--- src/rtl/sme_pkg.sv ---
// Shared constants and state encoding for the SME job feeder.
package sme_pkg;

  localparam logic [7:0] CH_LF     = 8'h0A;
  localparam logic [7:0] CH_TAG_S  = 8'h53;
  localparam logic [7:0] CH_TAG_P  = 8'h50;
  localparam logic [7:0] CH_HAT    = 8'h5E;
  localparam logic [7:0] CH_DOLLAR = 8'h24;
  localparam logic [7:0] CH_DOT    = 8'h2E;

  localparam int STR_MAX_DEF  = 32;
  localparam int PAT_MAX_DEF  = 10;
  localparam int WAIT_MAX_DEF = 1023;

  typedef enum logic [3:0] {
    ST_TAG,
    ST_RX_STR,
    ST_RX_PAT,
    ST_SKIP,
    ST_EMIT_STR,
    ST_EMIT_PAT,
    ST_LAUNCH,
    ST_WAIT,
    ST_RESULT
  } state_t;

endpackage

--- src/rtl/sme_line_buf.sv ---
// Byte line buffer: saturating write count with overflow flag, plus a sequential read pointer for replay.
import sme_pkg::*;

module sme_line_buf #(
  parameter int DEPTH = 32,
  parameter int CNT_W = $clog2(DEPTH + 1)
) (
  input  logic             clk,
  input  logic             rst_n,
  input  logic             i_clr,
  input  logic             i_wr,
  input  logic [7:0]       i_wdata,
  input  logic             i_rd_rst,
  input  logic             i_rd_adv,
  output logic [CNT_W-1:0] o_cnt,
  output logic             o_ovf,
  output logic [7:0]       o_rdata,
  output logic             o_rd_last
);

  localparam int AW = $clog2(DEPTH);

  logic [7:0]       r_mem [DEPTH];
  logic [CNT_W-1:0] r_cnt;
  logic [CNT_W-1:0] r_rd;
  logic             r_ovf;
  logic             w_room;
  logic [AW-1:0]    w_waddr;
  logic [AW-1:0]    w_raddr;

  assign w_room  = r_cnt < CNT_W'(DEPTH);
  assign w_waddr = r_cnt[AW-1:0];
  assign w_raddr = r_rd[AW-1:0];

  always_ff @(posedge clk or negedge rst_n) begin
    if (!rst_n) begin
      r_cnt <= '0;
      r_ovf <= 1'b0;
      r_rd  <= '0;
    end else begin
      if (i_clr) begin
        r_cnt <= '0;
        r_ovf <= 1'b0;
      end else if (i_wr) begin
        if (w_room) r_cnt <= r_cnt + 1'b1;
        else        r_ovf <= 1'b1;
      end
      if (i_rd_rst)
        r_rd <= '0;
      else if (i_rd_adv && r_rd < CNT_W'(DEPTH))
        r_rd <= r_rd + 1'b1;
    end
  end

  // Storage carries no reset; only the count decides which entries are meaningful.
  always_ff @(posedge clk) begin
    if (i_wr && !i_clr && w_room)
      r_mem[w_waddr] <= i_wdata;
  end

  assign o_cnt     = r_cnt;
  assign o_ovf     = r_ovf;
  assign o_rdata   = (r_rd < CNT_W'(DEPTH)) ? r_mem[w_raddr] : 8'h00;
  assign o_rd_last = (r_rd == r_cnt - 1'b1);

endmodule

--- src/rtl/sme_job_feeder.sv ---
// Collects tagged string/pattern lines, replays them to the SME as contiguous bursts,
// launches the match and returns the SME result (or a local rejection) on a valid/ready port.
import sme_pkg::*;

module sme_job_feeder #(
  parameter int STR_MAX  = STR_MAX_DEF,
  parameter int PAT_MAX  = PAT_MAX_DEF,
  parameter int WAIT_MAX = WAIT_MAX_DEF
) (
  input  logic       clk,
  input  logic       reset_n,
  input  logic       in_valid,
  output logic       in_ready,
  input  logic [7:0] in_data,
  output logic [7:0] chardata,
  output logic       isstring,
  output logic       ispattern,
  input  logic       sme_valid,
  input  logic       sme_match,
  input  logic [4:0] sme_match_index,
  output logic       res_valid,
  input  logic       res_ready,
  output logic       res_match,
  output logic [4:0] res_index,
  output logic       res_err
);

  localparam int STR_CW = $clog2(STR_MAX + 1);
  localparam int PAT_CW = $clog2(PAT_MAX + 1);
  localparam int WD_W   = 10;

  state_t            r_state;
  logic              r_in_ready;
  logic [7:0]        r_chardata;
  logic              r_isstring;
  logic              r_ispattern;
  logic              r_res_valid;
  logic              r_res_match;
  logic [4:0]        r_res_index;
  logic              r_res_err;
  logic              r_str_ok;
  logic [WD_W-1:0]   r_wdog;

  logic              w_acc;
  logic              w_is_lf;
  logic              w_str_clr, w_str_wr, w_str_ovf, w_str_last;
  logic              w_pat_clr, w_pat_wr, w_pat_ovf, w_pat_last;
  logic [STR_CW-1:0] w_str_cnt;
  logic [PAT_CW-1:0] w_pat_cnt;
  logic [7:0]        w_str_rdata, w_pat_rdata;

  assign w_acc     = in_valid && r_in_ready;
  assign w_is_lf   = (in_data == CH_LF);
  assign w_str_clr = w_acc && (r_state == ST_TAG) && (in_data == CH_TAG_S);
  assign w_pat_clr = w_acc && (r_state == ST_TAG) && (in_data == CH_TAG_P);
  assign w_str_wr  = w_acc && (r_state == ST_RX_STR) && !w_is_lf;
  assign w_pat_wr  = w_acc && (r_state == ST_RX_PAT) && !w_is_lf;

  sme_line_buf #(.DEPTH(STR_MAX), .CNT_W(STR_CW)) u_str_buf (
    .clk       (clk),
    .rst_n     (reset_n),
    .i_clr     (w_str_clr),
    .i_wr      (w_str_wr),
    .i_wdata   (in_data),
    .i_rd_rst  (r_state != ST_EMIT_STR),
    .i_rd_adv  (r_state == ST_EMIT_STR),
    .o_cnt     (w_str_cnt),
    .o_ovf     (w_str_ovf),
    .o_rdata   (w_str_rdata),
    .o_rd_last (w_str_last)
  );

  sme_line_buf #(.DEPTH(PAT_MAX), .CNT_W(PAT_CW)) u_pat_buf (
    .clk       (clk),
    .rst_n     (reset_n),
    .i_clr     (w_pat_clr),
    .i_wr      (w_pat_wr),
    .i_wdata   (in_data),
    .i_rd_rst  (r_state != ST_EMIT_PAT),
    .i_rd_adv  (r_state == ST_EMIT_PAT),
    .o_cnt     (w_pat_cnt),
    .o_ovf     (w_pat_ovf),
    .o_rdata   (w_pat_rdata),
    .o_rd_last (w_pat_last)
  );

  // SME drive is registered, so it trails the EMIT states by one cycle and the
  // idle launch cycle becomes visible on the first WAIT cycle.
  always_ff @(posedge clk or negedge reset_n) begin
    if (!reset_n) begin
      r_state     <= ST_TAG;
      r_in_ready  <= 1'b0;
      r_chardata  <= 8'h00;
      r_isstring  <= 1'b0;
      r_ispattern <= 1'b0;
      r_res_valid <= 1'b0;
      r_res_match <= 1'b0;
      r_res_index <= 5'd0;
      r_res_err   <= 1'b0;
      r_str_ok    <= 1'b0;
      r_wdog      <= '0;
    end else begin
      r_chardata  <= 8'h00;
      r_isstring  <= 1'b0;
      r_ispattern <= 1'b0;
      case (r_state)
        ST_TAG: begin
          r_in_ready <= 1'b1;
          if (w_acc) begin
            if (in_data == CH_TAG_S)      r_state <= ST_RX_STR;
            else if (in_data == CH_TAG_P) r_state <= ST_RX_PAT;
            else if (!w_is_lf)            r_state <= ST_SKIP;
          end
        end
        ST_RX_STR: begin
          if (w_acc && w_is_lf) begin
            r_str_ok <= !(w_str_ovf || (w_str_cnt == '0));
            r_state  <= ST_TAG;
          end
        end
        ST_RX_PAT: begin
          if (w_acc && w_is_lf) begin
            r_in_ready <= 1'b0;
            if (w_pat_ovf || (w_pat_cnt == '0) || !r_str_ok) begin
              r_res_valid <= 1'b1;
              r_res_err   <= 1'b1;
              r_res_match <= 1'b0;
              r_res_index <= 5'd0;
              r_state     <= ST_RESULT;
            end else begin
              r_state <= ST_EMIT_STR;
            end
          end
        end
        ST_SKIP: begin
          if (w_acc && w_is_lf) r_state <= ST_TAG;
        end
        ST_EMIT_STR: begin
          r_chardata <= w_str_rdata;
          r_isstring <= 1'b1;
          if (w_str_last) r_state <= ST_EMIT_PAT;
        end
        ST_EMIT_PAT: begin
          r_chardata  <= w_pat_rdata;
          r_ispattern <= 1'b1;
          if (w_pat_last) r_state <= ST_LAUNCH;
        end
        ST_LAUNCH: begin
          r_wdog  <= WD_W'(1);
          r_state <= ST_WAIT;
        end
        ST_WAIT: begin
          if (sme_valid) begin
            r_res_valid <= 1'b1;
            r_res_err   <= 1'b0;
            r_res_match <= sme_match;
            r_res_index <= sme_match ? sme_match_index : 5'd0;
            r_state     <= ST_RESULT;
          end else if (r_wdog == WD_W'(WAIT_MAX)) begin
            r_res_valid <= 1'b1;
            r_res_err   <= 1'b1;
            r_res_match <= 1'b0;
            r_res_index <= 5'd0;
            r_state     <= ST_RESULT;
          end else begin
            r_wdog <= r_wdog + 1'b1;
          end
        end
        ST_RESULT: begin
          if (res_ready) begin
            r_res_valid <= 1'b0;
            r_res_err   <= 1'b0;
            r_res_match <= 1'b0;
            r_res_index <= 5'd0;
            r_in_ready  <= 1'b1;
            r_state     <= ST_TAG;
          end
        end
        default: r_state <= ST_TAG;
      endcase
    end
  end

  assign in_ready  = r_in_ready;
  assign chardata  = r_chardata;
  assign isstring  = r_isstring;
  assign ispattern = r_ispattern;
  assign res_valid = r_res_valid;
  assign res_match = r_res_match;
  assign res_index = r_res_index;
  assign res_err   = r_res_err;

endmodule

--- config.mk ---
export PLATFORM = sky130hd
export DESIGN_NAME = sme_job_feeder
export DESIGN_NICKNAME = d
export VERILOG_FILES = /design/src/rtl/sme_pkg.sv /design/src/rtl/sme_line_buf.sv /design/src/rtl/sme_job_feeder.sv
export SDC_FILE = /design/constraint.sdc
export NUM_CORES = 1
export LEC_CHECK = 0
export ABC_AREA = 1
export CAP_MARGIN = 10
export CORE_ASPECT_RATIO = 0.9
export CORE_MARGIN = 2
export CORE_UTILIZATION = 45
export CTS_CLUSTER_DIAMETER = 100
export DETAILED_ROUTE_END_ITERATION = 8
export SLEW_MARGIN = 0
export SYNTH_ARGS = -nofsm -noshare
export SYNTH_HDL_FRONTEND = slang
export SYNTH_SLANG_ARGS = --single-unit
--- constraint.sdc ---
create_clock -name clk -period 2.6 [get_ports clk]
set_clock_uncertainty 0.2 [all_clocks]
set_input_delay 0.52 -clock clk [delete_from_list [all_inputs] [get_ports clk]]
set_output_delay 0.52 -clock clk [all_outputs]
set_load 0.05 [all_outputs]
==> summary.md, run 1 <==
| Metric | Value |
|---|---|
| Combinational power share | 7.4% |
| Max Fclk | 410.5 MHz |
| Synth cell types | 38 |
| Chip Height | 185.6 um |
| Endpoints failing setup | 0 |
| Startpoint Class | register |
| Area grow syn2layout | 17.50% |
| Placer Congestion | 0.8760 |
| Final period util | 93.70% |
| Slowest cell on the critical path | clkdlybuf4s50_1 |
| Top cell type by total area after synthesis | edfxtp_1 |
| CTS H-tree depth | 2 |
| Post-synth top area share | 61.19% |
| Status | complete, no violations |
| Commonest cells in the netlist | nand2_1 (347), edfxtp_1 (336), nor2_1 (190), o21ai_0 (141), nand3_1 (97) |
| Core footprint | 36,090 um^2 |
| Crit path largest cell delay | 0.81 ns |
| Ports | 38 |
| Cell family contributing the most delay on the critical path | buffers and inverters |
| Die width | 205.8 um |
| Fillers | 3,163 |
| Cell Area, Synth | 16,490 um^2 |
| Unrepaired setup endpoints after global routing | no |
| Xor/xnor share of the synthesized area | 0.4781% |
| Worst-path cell chain | clkdlybuf4s50_1 |
| DR pass1 iterations | 5 |
| Fraction of final layout cells with drive strength greater than 1 | 11.86% |
| CTS resizes | 0 |
| Post-synthesis register bit count | 392 |
| Main combinational cell family by area after synthesis | simple AND/OR/NAND/NOR gates |
| Pwr Total | 0.01412 W |
| Clock Latency Late Sink | 0.54 ns |
| Fin Hold WS | 0.2058 ns |
| PD cells | 728.6 nW/um^2 |
| Vias in the first global route | 11,300 |
| Critical Path End Type | primary output |
| Clock slew at reported path FFs | 0.06 ns |
| Switching pwr | 0.003233 W |
| Worst hold path class | primary input to register |
| Final instance area | 19,370 um^2 |
| Final Critical Period | 2.436 ns |
| CTS max path bufs | 3 |
| Antenna Nets Post-Route | 0 |
| Share of flip-flops with an asynchronous set or reset | 14.29% |
| Post-synthesis cell count | 1,496 |
| Via count | 11,490 |
| Largest net degree at the start of global routing | 75 |
| Crit path required time | 1.88 ns |
| Root buffer cell | clkbuf_16 |
| Dpl ws | -0.1212 ns |
| P_int | 0.01088 W |
| Max FO, Critical Path | 3 |
| Ant diodes | 0 |
| Post-synthesis compound-gate area fraction | 8.658% |
| Final wirelength | 43,020 um |
| Mapped Nets | 1,526 |
| CTS tree | built |
| Vias per std cell | 5.421 |
| CP arrival | 1.72 ns |
| Worst Tran Pin Value | 0.6818 ns |
| Placed cell area | 17,970 um^2 |
| Remaining DRCs | 0 |
| Post-synth EDFFs | 336 |
| PortBufs | 37 |
| Final setup margin | 0.1639 ns |
| Total track usage | 22.94% |
| Routed len/inst | 20.29 um |
| Mux cell area share after synthesis | 0% |
| TritonCTS buffer count | 41 |
| Seq/Total Area, Yosys | 69.69% |
| Area contributors post-synth | edfxtp_1 (61%), dfrtp_1 (8.5%), nand2_1 (7.9%) |
| Initial antenna violation count | 0 |
| Peak supply drop | 0.4962 mV |
| Max Cap Viol | 0 |
| Std-Cell Rows | 66 |
| GRT overflow | 0 |
| CTS sink count | 392 |
| Synthesized area per cell | 11.02 um^2 |
| Fin. Hold Viols | 0 |
| Count leader, synth | nand2_1 |
| Clk pwr share | 42.8% |
| Max transition margin | 54.38% |
| Simple-gate share of the synthesized area | 16.72% |
| Non-filler cells in the finished layout | 2,120 |
| Sw Ratio | 22.90% |
| First-pass GRT wire length | 65,780 um |
| Synth warn | 0 |
| Initial drt markers | 1,221 |
| Sequential power share | 49.8% |
| Placed Cells | 2,044 |
| Adder-Cell Fraction of Synth Area | 0.8347% |
| Pins Over Slew Limit | 0 |
| HPWL after DPL | 27,460 um |
| Starting Density | 45.69% |
| Critical path class | register to primary output |
| Final nets | 1,642 |
| Total Die Area | 38,190 um^2 |
| Buf+Inv Stages, Crit Path | 1 |
| Top_reg_cell synth | edfxtp_1 |
| Static leakage | 7.347 nW |
==> repair_timing <==
action,in CTS,in global routing
hold buffers,1,0
hold endpoints to repair,23,0
setup buffers,0,0
==> worst paths after layout <==
path                             from                     end  slack (ns)  cells after the start
max                          in_ready                in_ready        0.16                      1
min reg2reg                 res_match               res_match        0.27                      2
max reg2reg                r_state[0]  u_str_buf.r_mem[23][1]        0.26                      8
min in group asynchronous     reset_n      u_pat_buf.o_cnt[1]        0.33                      2
min                        in_data[1]  u_str_buf.r_mem[31][1]        0.21                      2
max in group asynchronous     reset_n       u_str_buf.r_rd[0]        1.18                      3
==> cell usage in the layout, fill, tap and decap left out, types with 6 or more instances in the layout <==
cell type	n
clkdlybuf4s50_1	28
buf_4	95
a211oi_1	8
buf_12	6
nand3_1	97
clkinvlp_4	6
dfrtp_1	54
a21oi_1	44
o22ai_1	52
nand2_1	347
nor3_1	9
clkbuf_16	43
nor2_1	190
nand4_1	11
o31ai_1	6
clkinv_1	9
edfxtp_1	336
buf_2	9
clkbuf_1	7
xor2_1	6
inv_1	72
bufinv_16	6
o21ai_0	141
ha_1	11
clkinv_2	9
==> power groups by stage <==
| stage | Combinational (W) | Clock [W] | Sequential (W) |
|---|---|---|---|
| detailed placement | 0.00105 | 0 | 0.00715 |
| CTS | 0.00106 | 0.00614 | 0.00702 |
| finish | 0.00105 | 0.00604 | 0.00703 |
| floorplan | 0.000522 | 0 | 0.00721 |
| global route | 0.00118 | 0.00641 | 0.00704 |
| global placement | 0.00103 | 0 | 0.00716 |
==> flip-flops by register name, summed over array words and instances (netlist names), 5 cells and up <==
register         flops
u_str_buf.r_mem    256
u_pat_buf.r_mem     80
r_wdog              10
chardata             8
u_str_buf.o_cnt      6
u_str_buf.r_rd       6
res_index            5
==> per-stage QoR <==
stage                     util, %  TNS (ns)
after detailed placement    49.79    -13.21
after global placement      49.79    -4.809
after CTS                   53.69         0
after floorplan                 -         0
after global routing        53.69         0
final                       53.69         0
==> cell type report <==
class                   count  area, um^2  area share, %
inverters                  84       316.6          1.634
clock inverters            25       294.0          1.518
flip-flops and latches    392       11500          59.34
well taps                 476       595.6          3.074
repair buffers            139        1169          6.032
clock buffers              50        1102          5.690
multi-input cells         954        4400          22.71
==> routing by layer <==
layer / track usage [%] / routed length [um] / vias up
met5: 0 / 0 / -
met4: 6.171 / 907 / 0
met3: 4.009 / 2931 / 62
met2: 36.66 / 20110 / 367
met1: 32.57 / 19080 / 5619
li1: - / - / 5445
==> cell families after synthesis <==
group	Yosys count
AO/OA/AOI/OAI	262
XOR/XNOR	9
adder cells (fa/ha/maj)	11
buffers and inverters	150
flip-flops	392
AND/OR/NAND/NOR	672
No activity file was read; power rests on OpenSTA's default activity.
==> run 2, diff against run 1 <==
Settings changed: CORE_MARGIN 2 to 8.
==> run 2 against run 1 <==
Critical path type unchanged. Largest power group unchanged. Largest cell class unchanged. Register-to-register slack better by 0.05 ns. Die area up 13%. Sequential share of layout area up 0.27 points.
==> summary.md, run 2 (synthesis gave the netlist of run 1 again) <==
| Metric | Value |
|---|---|
| Worst Tran Pin Value | 0.6399 ns (-0.04184 ns) |
| Reg with most FFs | u_str_buf.r_mem |
| Fillers | 3,162 (-0.032%) |
| Regs by FF count | u_str_buf.r_mem x256, u_pat_buf.r_mem x80, r_wdog x10 |
| Remaining DRCs | 0 (unchanged) |
| Total track usage | 20.09% (-2.9 points) |
| Final Critical Period | 2.439 ns (+0.002814 ns) |
| Crit path largest cell delay | 0.82 ns (about the same) |
| Initial drt markers | 1,317 (+7.9%) |
| P_int | 0.01074 W (-1.3%) |
| Combinational power share | 7.2% (-0.2 points) |
| Fraction of final layout cells with drive strength greater than 1 | 11.10% (-0.76 points) |
| Antenna Nets Post-Route | 0 (unchanged) |
| Peak supply drop | 0.4630 mV (-6.7%) |
| Fin Hold WS | 0.1859 ns (-0.01996 ns) |
| Max reg flops | 256 (unchanged) |
| Area grow syn2layout | 16.96% |
| Final nets | 1,638 (-0.24%) |
| Worst hold path class | primary input to register |
| Pins Over Slew Limit | 0 (unchanged) |
| Starting Density | 45.59% (-0.10 points) |
| Chip Height | 197.6 um (+6.5%) |
| Via count | 11,550 (+0.49%) |
| PortBufs | 37 (unchanged) |
| Sw Ratio | 22.51% (-0.39 points) |
| Slowest cell on the critical path | clkdlybuf4s50_1 |
| Endpoints failing setup | 0 (unchanged) |
| HPWL after DPL | 27,990 um (+1.9%) |
| DR pass1 iterations | 6 (+1) |
| CTS tree | built |
| CTS max path bufs | 3 (unchanged) |
| Status | complete, no violations |
| Unrepaired setup endpoints after global routing | no |
| Core Util, Final | 53.32% (-0.37 points) |
| Critical Path End Type | primary output |
| Max transition margin | 57.34% (+3.0 points) |
| Ports | 38 (unchanged) |
| Critical path class | register to primary output |
| Placer Congestion | 0.8430 (-3.8%) |
| Final period util | 93.81% (+0.11 points) |
| PD cells | 718.9 nW/um^2 (-1.3%) |
| CTS resizes | 0 (unchanged) |
| Worst-path cell chain | clkdlybuf4s50_1 |
| Initial antenna violation count | 0 (unchanged) |
| Clk pwr share | 42.0% (-0.8 points) |
| Pwr Total | 0.01386 W (-1.8%) |
| Core footprint | 36,170 um^2 (+0.23%) |
| TritonCTS buffer count | 41 (unchanged) |
| Max FO, Critical Path | 3 (unchanged) |
| CTS H-tree depth | 2 (unchanged) |
| Vias in the first global route | 11,410 (+0.93%) |
| Die width | 217.8 um (+5.8%) |
| Max Cap Viol | 0 (unchanged) |
| Max Fclk | 410.0 MHz (-0.12%) |
| Buf+Inv Stages, Crit Path | 1 (unchanged) |
| Ant diodes | 0 (unchanged) |
| Cell family contributing the most delay on the critical path | buffers and inverters |
| Largest net degree at the start of global routing | 82 (+9.3%) |
| Total Die Area | 43,030 um^2 (+13%) |
| Routed len/inst | 20.13 um (-0.79%) |
| Std-Cell Rows | 66 (unchanged) |
| Switching pwr | 0.003121 W (-3.5%) |
| Startpoint Class | register |
| Sequential power share | 50.8% (+1.0 points) |
| Clock slew at reported path FFs | 0.06 ns (about the same) |
| CTS sink count | 392 (unchanged) |
| Clock Latency Late Sink | 0.54 ns (about the same) |
| Root buffer cell | clkbuf_16 |
| Fin. Hold Viols | 0 (unchanged) |
| Crit path required time | 1.88 ns (about the same) |
| FF+latch area | 11,500 um^2 (unchanged) |
| Commonest non-fill, non-tap cell in the layout | nand2_1 |
| CP arrival | 1.72 ns (about the same) |
| Static leakage | 7.319 nW (-0.39%) |
| Final wirelength | 42,580 um (-1.0%) |
| GRT overflow | 0 (unchanged) |
| Vias per std cell | 5.461 (+0.72%) |
| First-pass GRT wire length | 66,810 um (+1.6%) |
| Commonest cells after routing, fill and taps aside | nand2_1 (347), edfxtp_1 (336), nor2_1 (190) |
| Multi-input logic area | 4400 um^2 (unchanged) |
==> run 2: cell count changes in the layout (fill, tap and decap cells not counted), sizes merged <==
cell and change:
clkbuf +3, bufinv -1, clkinv +3, clkinvlp -6, buf -4
==> run 2: layout make-up <==
class	count	area share, %
Inverter	84	1.641
Clock inverter	21	1.161
Tap cell	476	3.088
Sequential cell	392	59.61
Multi-Input combinational cell	954	22.82
Timing Repair Buffer	135	5.904
Clock buffer	53	5.774
==> run 2: through the flow <==
stage	cells	setup TNS (ns)	setup WS, ns	cell area, um^2
2_1_floorplan	1496	0	0.1385	16490
3_3_place_gp	2040	0	0.01943	17940
3_5_place_dp	2040	-0.1810	-0.01780	17940
4_1_cts	2115	0	0.1251	19280
5_1_grt	2115	0	0.1049	19280
6_report	2115	0	0.1611	19280
==> run 2: power groups by stage <==
stage / Sequential, W / Combinational, W / Clock [W]
finish: 0.00704 / 0.00100 / 0.00582
global route: 0.00705 / 0.00112 / 0.00616
CTS: 0.00703 / 0.00101 / 0.00594
detailed placement: 0.00716 / 0.00101 / 0
global placement: 0.00716 / 0.00100 / 0
floorplan: 0.00721 / 0.000522 / 0
==> run 2: path summary, 6_finish.rpt <==
check                           startpoint                      to  slack [ns]  cells past startpoint
setup / recovery                  in_ready                in_ready        0.16                      1
min in group asynchronous          reset_n             chardata[6]        0.32                      2
hold / removal                  in_data[1]  u_str_buf.r_mem[24][1]        0.19                      2
setup reg to reg                r_state[0]  u_str_buf.r_mem[31][4]        0.31                      8
hold reg to reg            u_str_buf.o_ovf                r_str_ok        0.27                      1
max in group asynchronous          reset_n       u_str_buf.r_rd[0]        1.28                      3
==> run 2: metal layers <==
layer  wire length [um]  GRT usage (%)  vias to the layer above
li1                   -              -                     5447
met1              18950          28.02                     5599
met2              19130          31.12                      419
met3               3205          4.011                       84
met4               1295          7.061                        0
met5                  0              0                        -
==> run 2: repair_timing <==
item / in CTS / in global routing
hold endpoints to repair: 21 / 0
endpoints found under the setup margin: 0 / 0
setup buffers: 0 / 0
hold buffers: 1 / 0
==> run 3, diff against run 2 <==
Settings changed: PLACE_DENSITY_LB_ADDON set to 0.05.
==> run 3 against run 2 <==
Via count down 0.34%. Combinational power is essentially flat. First-iteration DRC count fell by 1.1%. Core utilization about the same. Cell area about the same. Non-clock buffer count is 2 higher. Sequential power hardly changed. Clock power shrank 2%. Sequential share of layout area hardly changed. Die area did not move. Routed wire length increased by 5.1%. Critical path depth stayed put.
==> summary.md, run 3 (synthesis gave the netlist of run 1 again) <==
| Metric | Value |
|---|---|
| CTS sink count | 392 (unchanged) |
| CP arrival | 1.76 ns (+0.04 ns) |
| R2R depth | 8 (unchanged) |
| Max Cap Viol | 0 (unchanged) |
| Initial drt markers | 1,302 (-1.1%) |
| Critical path class | register to primary output |
| Remaining DRCs | 0 (unchanged) |
| CTS H-tree depth | 2 (unchanged) |
| Slowest cell on the critical path | clkdlybuf4s50_1 |
| Crit path required time | 1.88 ns (about the same) |
| Pins Over Slew Limit | 0 (unchanged) |
| Worst r2r src | r_state[0] |
| Fin. Hold Viols | 0 (unchanged) |
| Std-Cell Rows | 66 (unchanged) |
| Worst-path cell chain | clkdlybuf4s50_1 |
| First-pass GRT wire length | 68,480 um (+2.5%) |
| DR pass1 iterations | 5 (-1) |
| Clock Latency Late Sink | 0.55 ns (about the same) |
| Hold Buf Count CTS | 1 (unchanged) |
| Die width | 217.8 um (unchanged) |
| Chip Height | 197.6 um (unchanged) |
| Pwr Total | 0.01375 W (-0.83%) |
| Initial antenna violation count | 0 (unchanged) |
| Max FO, Critical Path | 3 (unchanged) |
| Total Die Area | 43,030 um^2 (unchanged) |
| Reg with most FFs | u_str_buf.r_mem |
| Vias in the first global route | 11,410 (+0.026%) |
| Static leakage | 7.324 nW (about the same) |
| Max Fclk | 403.3 MHz (-1.6%) |
| Total track usage | 20.92% (+0.83 points) |
| Met3 global-route usage | 3.123% (-0.89 points) |
| Final period util | 95.38% (+1.6 points) |
| Status | complete, no violations |
| Max reg flops | 256 (unchanged) |
| Clock slew at reported path FFs | 0.06 ns (about the same) |
| Hold Crit Depth | 1 (-1) |
| Worst Tran Pin Value | 0.7070 ns (+0.06710 ns) |
| CTS tree | built |
| Antenna Nets Post-Route | 0 (unchanged) |
| Via count | 11,510 (-0.34%) |
| Hold Path End | u_pat_buf.r_mem[8][6] |
| GRT overflow | 0 (unchanged) |
| Most Crowded Layer GR | met2 |
| Max transition margin | 52.86% (-4.5 points) |
| Startpoint Class | register |
| Commonest non-fill, non-tap cell in the layout | nand2_1 |
| Buf+Inv Stages, Crit Path | 1 (unchanged) |
| CTS resizes | 0 (unchanged) |
| Regs by FF count | u_str_buf.r_mem x256, u_pat_buf.r_mem x80, r_wdog x10 |
| Critical Path End Type | primary output |
| Starting Density | 45.59% (unchanged) |
| Fraction of final layout cells with drive strength greater than 1 | 11.52% (+0.41 points) |
| Critical Path Start | in_ready |
| Reg-to-Reg End | u_str_buf.r_mem[12][7] |
| Vias per std cell | 5.437 (-0.43%) |
| Routed len/inst | 21.14 um (+5.0%) |
| PD cells | 713.0 nW/um^2 (-0.82%) |
| Peak supply drop | 0.4633 mV (about the same) |
| Worst hold path class | primary input to register |
| Final wirelength | 44,760 um (+5.1%) |
| Crit path largest cell delay | 0.85 ns (+0.03 ns) |
| Ports | 38 (unchanged) |
| Hold path startpoint | in_data[6] |
| Endpoints failing setup | 0 (unchanged) |
| Global Route met2 Usage | 32.17% (+1.0 points) |
| Unrepaired setup endpoints after global routing | no |
| Placer Congestion | 0.8440 (+0.12%) |
| Post-CTS setup buffer count | 0 (unchanged) |
| CTS max path bufs | 3 (unchanged) |
| Cell family contributing the most delay on the critical path | buffers and inverters |
| Met1 Usage GRT | 30.12% (+2.1 points) |
| HPWL after DPL | 28,700 um (+2.5%) |
| TritonCTS buffer count | 42 (+2.4%) |
| Core footprint | 36,170 um^2 (unchanged) |
| Register-to-register setup slack | 0.29 ns (-0.02 ns) |
| Area grow syn2layout | 16.94% (about the same) |
| Largest net degree at the start of global routing | 80 (-2.4%) |
| Final instance area | 19,280 um^2 (about the same) |
| Ant diodes | 0 (unchanged) |
| Commonest cells after routing, fill and taps aside | nand2_1 (347), edfxtp_1 (336), nor2_1 (190) |
| Final nets | 1,641 (+0.18%) |
| Placed cell area | 17,960 um^2 (+0.15%) |
| Final Critical Period | 2.480 ns (+0.04082 ns) |
| PortBufs | 37 (unchanged) |
| Root buffer cell | clkbuf_16 |
==> run 3: changes by cell type in the layout (fill, tap and decap cells not counted), sizes merged <==
cell	before	now
bufinv	5	2
clkbuf	53	52
buf	106	108
clkinv	22	26
==> run 3: worst max-delay path by stage <==
stage / end / slack (ns) / cells past startpoint
6_report: in_ready / 0.12 / 1
3_5_place_dp: u_str_buf.r_mem[12][3] / -0.1 / 9
5_1_grt: in_ready / 0.07 / 1
2_1_floorplan: u_pat_buf.r_mem[8][0] / 0.14 / 6
3_3_place_gp: u_str_buf.r_mem[12][1] / -0.08 / 9
4_1_cts: in_ready / 0.09 / 1
==> run 3: through the flow <==
| step | setup slack, ns | setup TNS [ns] | util, % | cells | hold WS (ns) |
|---|---|---|---|---|---|
| 2_1_floorplan | 0.1385 | 0 | - | 1496 | 0.02441 |
| 3_3_place_gp | -0.08347 | -1.821 | 49.67 | 2042 | 0.2486 |
| 3_5_place_dp | -0.09942 | -3.847 | 49.67 | 2042 | 0.2557 |
| 4_1_cts | 0.09413 | 0 | 53.31 | 2117 | 0.09372 |
| 5_1_grt | 0.06878 | 0 | 53.31 | 2117 | 0.1194 |
| 6_report | 0.1202 | 0 | 53.31 | 2117 | 0.1516 |
==> run 3: layer usage <==
| metal | routed length [um] | vias to the layer above |
|---|---|---|
| li1 | - | 5446 |
| met1 | 20440 | 5596 |
| met2 | 19870 | 396 |
| met3 | 3069 | 72 |
| met4 | 1386 | 0 |
| met5 | 0 | - |
==> run 3: final cells by class <==
type / count / area, um^2
clock inverters: 22 / 155.1
fillers: 3240 / 16890
flip-flops and latches: 392 / 11500
clock buffers: 52 / 1152
repair buffers: 137 / 1166
well taps: 476 / 595.6
inverters: 84 / 316.6
multi-input cells: 954 / 4400
==> run 3: report_power, final <==
part / total (W) / switching [W] / internal (W)
Sequential: 0.00704 / 0.000112 / 0.00693
Combinational: 0.00101 / 0.000703 / 0.000303
Clock: 0.00570 / 0.00237 / 0.00333
Total: 0.0137 / 0.00319 / 0.0106
